==> src/rtl/norm_pkg.sv <==
// ---------------------------------------------------------------------------
// norm_pkg
// Shared definitions for the normalize_pack block:
//   - state_t   : FSM state encoding (IDLE, NORM, DONE)
//   - EXP_W     : exponent field width
//   - MAN_W     : stored fraction width
//   - EXP_MAX   : all-ones exponent (infinity / overflow encoding)
//   - SIGN_BIT, EXP_MSB, EXP_LSB, FRAC_MSB, FRAC_LSB : packed-result field offsets
//   - pack_fp() : assembles {sign, exponent, fraction} into a 32-bit single
// ---------------------------------------------------------------------------
package norm_pkg;

    typedef enum logic [1:0] {
        IDLE = 2'd0,
        NORM = 2'd1,
        DONE = 2'd2
    } state_t;

    localparam int EXP_W = 8;
    localparam int MAN_W = 23;

    localparam logic [7:0] EXP_MAX = 8'hFF;

    // Bit positions inside the packed IEEE-754 single result.
    localparam int SIGN_BIT = 31;
    localparam int EXP_MSB  = 30;
    localparam int EXP_LSB  = 23;
    localparam int FRAC_MSB = 22;
    localparam int FRAC_LSB = 0;

    function automatic logic [31:0] pack_fp(
        input logic        s,
        input logic [7:0]  e,
        input logic [22:0] f
    );
        logic [31:0] w;
        w                    = '0;
        w[SIGN_BIT]          = s;
        w[EXP_MSB:EXP_LSB]   = e;
        w[FRAC_MSB:FRAC_LSB] = f;
        return w;
    endfunction

endpackage

==> src/rtl/lzc24.sv <==
// ---------------------------------------------------------------------------
// lzc24
// 24-bit leading-zero counter. Only built when NORM_FAST_LZC_EN is defined,
// since the iterative normaliser has no use for it.
// Ports:
//   din [23:0] : value to scan, bit 23 is the most significant
//   cnt [4:0]  : number of leading zeros, 24 when din is all zero
// ---------------------------------------------------------------------------
`ifdef NORM_FAST_LZC_EN
module lzc24 (
    input  logic [23:0] din,
    output logic [4:0]  cnt
);

    // Scan from LSB upward so the highest set bit is the last one to win.
    always_comb begin
        cnt = 5'd24;
        for (int i = 0; i < 24; i++) begin
            if (din[i]) begin
                cnt = 5'(23 - i);
            end
        end
    end

endmodule
`endif

==> src/rtl/normalize_pack.sv <==
// ---------------------------------------------------------------------------
// normalize_pack
// Takes the raw sign/exponent/mantissa of a floating-point sum, normalises
// the mantissa (carry right shift or leading-zero left shift), detects
// overflow / underflow (flush-to-zero, truncating) and packs an IEEE-754
// single. One operand is in flight at a time: IDLE -> NORM -> DONE.
//
// Build option:
//   NORM_FAST_LZC_EN : when defined, NORM resolves in one cycle using a
//                      leading-zero counter and barrel shift; otherwise the
//                      mantissa is shifted left one bit per cycle. Results
//                      and flags are identical either way.
//
// Ports:
//   clk        : clock, rising edge
//   rst        : asynchronous active-high reset
//   in_valid   : operand valid
//   in_ready   : block idle and able to accept an operand
//   sign_in    : sign of the raw sum
//   exp_in     : common aligned exponent
//   mant_in    : raw mantissa, [24]=carry, [23]=hidden, [22:0]=fraction
//   out_valid  : result valid (held until out_ready)
//   out_ready  : consumer takes the result
//   result     : packed IEEE-754 single
//   ovf/unf/zero : status flags, meaningful while out_valid=1
// ---------------------------------------------------------------------------
module normalize_pack #(
    parameter int EXP_W = 8,
    parameter int MAN_W = 23
) (
    input  logic               clk,
    input  logic               rst,
    input  logic               in_valid,
    output logic               in_ready,
    input  logic               sign_in,
    input  logic [EXP_W-1:0]   exp_in,
    input  logic [MAN_W+1:0]   mant_in,
    output logic               out_valid,
    input  logic               out_ready,
    output logic [31:0]        result,
    output logic               ovf,
    output logic               unf,
    output logic               zero
);

    import norm_pkg::*;

    state_t             state_q, state_d;
    logic               sign_q, sign_d;
    logic [EXP_W-1:0]   exp_q, exp_d;
    logic [MAN_W+1:0]   mant_q, mant_d;
    logic [31:0]        result_q, result_d;
    logic               ovf_q, ovf_d;
    logic               unf_q, unf_d;
    logic               zero_q, zero_d;
    logic               in_ready_q, in_ready_d;
    logic               out_valid_q, out_valid_d;

`ifdef NORM_FAST_LZC_EN
    logic [4:0]         lz;
    logic [MAN_W-1:0]   frac_shl;

    lzc24 u_lzc24 (
        .din (mant_q[MAN_W:0]),
        .cnt (lz)
    );

    // Shifting only the stored fraction drops the leading one off the top,
    // which is exactly the hidden bit that must not be packed.
    assign frac_shl = mant_q[MAN_W-1:0] << lz;
`endif

    always_comb begin
        state_d  = state_q;
        sign_d   = sign_q;
        exp_d    = exp_q;
        mant_d   = mant_q;
        result_d = result_q;
        ovf_d    = ovf_q;
        unf_d    = unf_q;
        zero_d   = zero_q;

        case (state_q)
            IDLE: begin
                if (in_valid && in_ready_q) begin
                    sign_d  = sign_in;
                    exp_d   = exp_in;
                    mant_d  = mant_in;
                    state_d = NORM;
                end
            end

            NORM: begin
                ovf_d   = 1'b0;
                unf_d   = 1'b0;
                zero_d  = 1'b0;
                state_d = DONE;
                // Shifting only ever decrements the exponent and stops at 1,
                // so the all-ones and zero exponent tests below can only
                // trigger on the value captured from exp_in.
                if (exp_q == EXP_MAX) begin
                    result_d = pack_fp(sign_q, EXP_MAX, '0);
                    ovf_d    = 1'b1;
                end else if (exp_q == '0 && mant_q != '0) begin
                    result_d = pack_fp(sign_q, '0, '0);
                    unf_d    = 1'b1;
                    zero_d   = 1'b1;
                end else if (mant_q == '0) begin
                    result_d = pack_fp(sign_q, '0, '0);
                    zero_d   = 1'b1;
                end else if (mant_q[MAN_W+1]) begin
                    // Carry out: renormalise right by one, truncating bit 0.
                    if (exp_q >= EXP_MAX - 8'd1) begin
                        result_d = pack_fp(sign_q, EXP_MAX, '0);
                        ovf_d    = 1'b1;
                    end else begin
                        result_d = pack_fp(sign_q, exp_q + 8'd1, mant_q[MAN_W:1]);
                    end
                end else if (mant_q[MAN_W]) begin
                    result_d = pack_fp(sign_q, exp_q, mant_q[MAN_W-1:0]);
`ifdef NORM_FAST_LZC_EN
                end else if (EXP_W'(lz) >= exp_q) begin
                    // The iterative path would hit exp==1 before the hidden
                    // bit reaches position 23.
                    result_d = pack_fp(sign_q, '0, '0);
                    unf_d    = 1'b1;
                    zero_d   = 1'b1;
                end else begin
                    result_d = pack_fp(sign_q, exp_q - EXP_W'(lz), frac_shl);
                end
`else
                end else if (exp_q == EXP_W'(1)) begin
                    result_d = pack_fp(sign_q, '0, '0);
                    unf_d    = 1'b1;
                    zero_d   = 1'b1;
                end else begin
                    mant_d  = {mant_q[MAN_W:0], 1'b0};
                    exp_d   = exp_q - EXP_W'(1);
                    state_d = NORM;
                end
`endif
            end

            DONE: begin
                if (out_ready) begin
                    state_d = IDLE;
                end
            end

            default: begin
                state_d = IDLE;
            end
        endcase

        // Handshake outputs are registered copies of the next state, so
        // in_ready is low throughout DONE (including the release cycle).
        in_ready_d  = (state_d == IDLE);
        out_valid_d = (state_d == DONE);
    end

    always_ff @(posedge clk or posedge rst) begin
        if (rst) begin
            state_q     <= IDLE;
            sign_q      <= 1'b0;
            exp_q       <= '0;
            mant_q      <= '0;
            result_q    <= '0;
            ovf_q       <= 1'b0;
            unf_q       <= 1'b0;
            zero_q      <= 1'b0;
            in_ready_q  <= 1'b0;
            out_valid_q <= 1'b0;
        end else begin
            state_q     <= state_d;
            sign_q      <= sign_d;
            exp_q       <= exp_d;
            mant_q      <= mant_d;
            result_q    <= result_d;
            ovf_q       <= ovf_d;
            unf_q       <= unf_d;
            zero_q      <= zero_d;
            in_ready_q  <= in_ready_d;
            out_valid_q <= out_valid_d;
        end
    end

    assign in_ready  = in_ready_q;
    assign out_valid = out_valid_q;
    assign result    = result_q;
    assign ovf       = ovf_q;
    assign unf       = unf_q;
    assign zero      = zero_q;

endmodule

==> config.mk <==
export PLATFORM = sky130hd
export DESIGN_NAME = normalize_pack
export DESIGN_NICKNAME = d
export VERILOG_FILES = /design/src/rtl/norm_pkg.sv /design/src/rtl/lzc24.sv /design/src/rtl/normalize_pack.sv
export SDC_FILE = /design/constraint.sdc
export NUM_CORES = 1
export LEC_CHECK = 0
export ABC_AREA = 1
export ABC_CLOCK_PERIOD_IN_PS = 2780
export BUFFER_PORTS_ARGS = -buffer_cell sky130_fd_sc_hd__buf_2
export CORE_ASPECT_RATIO = 0.7
export CORE_MARGIN = 4
export CORE_UTILIZATION = 45
export DETAILED_ROUTE_END_ITERATION = 6
export PLACE_DENSITY = 0.73
export SLEW_MARGIN = 30
export SYNTH_ARGS = -nofsm -noshare
export SYNTH_HDL_FRONTEND = slang
export SYNTH_SLANG_ARGS = --single-unit
export TNS_END_PERCENT = 50
==> constraint.sdc <==
create_clock -name clk -period 2.78 [get_ports clk]
set_input_delay 0 -clock clk [delete_from_list [all_inputs] [get_ports clk]]
set_output_delay 0 -clock clk [all_outputs]
set_load 0.01 [all_outputs]
==> results.yml <==
timing:
  maxSlewViolCount: 0
  max_slew_margin: 0.456
  final-hold-violation-count: 0
  rsz0062_at_grt: "no"
  finalSetupViolCount: 0
  period_share: 0.881
  fin_crit_ns: 2.45
  fin_skew_ns: 0.00596
  worst_pin_slew_ns: 0.815
  setup_tns_ns: 0
  fmax_mhz: 408
pwr:
  powerDensity_mw_per_mm2: 1240
  power_leakage_nw: 3.01
  ir_drop_v: 0.000512
clock_tree:
  clk_latency_ns: 0.34
  cts_buffers: 9
  post-cts-setup-buffer-count: 0
  tritoncts: "yes"
  htreeDepth: 3
  cts.sinks: 73
  clkSlewWorstSetupHoldPaths_ns: 0.06
  root_buffer: "clkbuf_16"
  clk_path_buf_depth: 2
setup_path:
  crit_start: "exp_q[1]"
  cp_slowest_stage_delay_ns: 0.49
  reg2reg_setup_slack_ns: 0.33
  r2r_end: "mant_q[6]"
  crit_slowest_cell: "dfrtp_1"
  crit_top_cell: "nand2_1"
  path_cells: "inv_1 -> ha_1 -> nand2_1 -> nor2_2 -> nor2_4 -> nor2_1 -> inv_2 -> nand3_2 -> buf_4 -> nand2_1 -> nand2_1"
  worst-path-stages: 11
  r2r_cells: 11
  endpoint_kind: "flip-flop"
  worstReg2RegStart: "exp_q[1]"
  crit_arrival_ns: 2.67
  path_delay_family: "simple AND/OR/NAND/NOR gates"
  endpoint: "mant_q[6]"
  start_kind: "flip-flop"
  critPathMaxFanout: 25
  crit_type: "flip-flop to flip-flop"
  path_buf_inv: 3
  crit_required_ns: 3.00
grt:
  grt_pass1_vias: 4126
  gr-usage-met2: 0.269
  overflow: 0
  track_usage: 0.224
  grt_max_degree: 74
  grt_busiest_layer: "met1"
  grt_use_met1: 0.390
  met3_usage: 0.0507
  grt_pass1_wl_um: 21400
  antenna_found_initial: 0
synthesis:
  syn_avg_cell_area_um2: 6.69
  synthesis.area_mm2: 0.00462
  seq_area_frac_synth: 0.396
  synth.area.top_cells: "dfrtp_1 (40%), nand2_1 (20%), nor2_1 (9.0%)"
  syn_inst: 690
  synth_top_area_share: 0.396
  yosysWarnings: 0
  ys_seq_elements: 73
  synth_top_area_cell: "dfrtp_1"
  synth.distinct_cells: 25
  syn_nets: 733
floorplanning:
  pin_count: 75
  die_w_um: 129
  fp.coreArea_mm2: 0.00983
  initial_core_util: 0.470
  rows: 30
  die_area_mm2: 0.0120
  die_y_um: 92.8
routing:
  drt-initial-drc-count: 364
  drtAntennaViolNets: 0
  avgViaCountPerCell: 5.35
  finalWirelength_um: 13200
  vias: 4721
  drc_errors: 0
  dr.pass1.iters: 5
  wl_per_cell_um: 15.0
run:
  maxCapViolCount: 0
final_layout:
  final_cells: 883
  fin_nets: 793
  layout_common_cells: "nand2_1 (243), nor2_1 (110), buf_2 (74)"
  area_growth_pct: 17.8
  drive_gt1_frac: 0.168
  antennaDiodeCount: 0
  layout_commonest_cell: "nand2_1"
status:
  outcome: "complete, no violations"
placement:
  dp_hpwl_um: 9110
  placedCellCount: 861
  portBuffers: 74
  routabilityCongestion: 0.922
worst_hold_path:
  hp-class: "input port to flip-flop"
final cells by class:
class | instances | area [µm²]
Inverter | 32 | 120
Multi-Input combinational cell | 537 | 2460
Clock inverter | 5 | 62.6
Tap cell | 128 | 160
Fill cell | 1000 | 4390
Timing Repair Buffer | 97 | 571
Clock buffer | 11 | 243
Sequential cell | 73 | 1830
per-stage QoR:
| stage | power [W] | util | worst slack, ns | hold slack, ns | cell area [µm²] |
|---|---|---|---|---|---|
| 5_1_grt | 0.00733 | 0.553 | 0.0669 | 0.0447 | 5440 |
| 4_1_cts | 0.00668 | 0.552 | 0.112 | 0.00733 | 5430 |
| 3_5_place_dp | 0.00547 | 0.515 | 0.116 | 0.116 | 5070 |
| 2_1_floorplan | 0.00451 | - | 0.927 | 0.110 | 4620 |
| 3_3_place_gp | 0.00542 | 0.515 | 0.214 | 0.113 | 5060 |
| 6_report | 0.00674 | 0.553 | 0.331 | 0.0113 | 5440 |
flip-flops by register name, summed over array words and instances, names as in the netlist:
register	count
zero	1
sign_q	1
mant_q	25
unf	1
result	32
in_ready	1
ovf	1
out_valid	1
state_q	2
exp_q	8
worst reg2reg max path: cells and delay by family, from the launching register on:
kind | cells | cell delay, ns
adder cells (fa/ha/maj) | 1 | 0.19
flip-flops | 1 | 0.49
buffers and inverters | 3 | 0.54
AND/OR/NAND/NOR | 7 | 1.12
worst min path at each step:
stage                      from  slack [ns]  depth (start not counted)         end
detailed placement          rst        0.12                          3  result[28]
floorplan               sign_in        0.11                          2      sign_q
CTS                 mant_in[19]       0.007                          5  mant_q[19]
global route        mant_in[16]        0.04                          5  mant_q[16]
global placement            rst        0.11                          3  result[28]
finish              mant_in[19]        0.01                          5  mant_q[19]
cells in the mapped netlist:
cell type and number:
buf_1 4, buf_2 10, nand3_2 1, nor2_1 111, nand2_2 1, inv_2 7, nor3_2 1, clkbuf_1 27
nor2_4 2, nand3b_1 1, nand3_1 68, dfrtp_1 73, ha_1 5, inv_1 25, or2_0 1, nand2_1 243
buf_4 4, nand4_1 57, xor2_1 4, o211ai_1 3, a21oi_1 13, buf_6 3, o21ai_0 20, nor2_2 4
nand4_4 2
power breakdown:
part	internal (W)	switching, W
sequential	0.00151	0.000465
combinational	0.00119	0.00239
clock	0.000726	0.000460
routing by layer:
layer  share of wire  vias up
met3           0.093       10
li1                -     2364
met2            0.37      212
met5               0        -
met4          0.0075        0
met1            0.53     2135
repair_timing:
| item | in CTS | in global routing |
|---|---|---|
| resized for setup | 0 | 2 |
| hold buffers | 6 | 0 |
| endpoints found under the hold margin | 79 | 0 |
| endpoints found under the setup margin | 0 | 30 |
logic make-up (layout without fill, tap and decap cells):
kind of cell	Yosys count	in the layout	share of synthesized area
AO/OA/AOI/OAI	36	36	0.0406
XOR/XNOR	4	4	0.00759
adder cells (fa/ha/maj)	5	5	0.0135
buffers and inverters	80	145	0.0759
flip-flops	73	73	0.396
AND/OR/NAND/NOR	492	492	0.467
No activity file was read; power rests on OpenSTA's default activity.
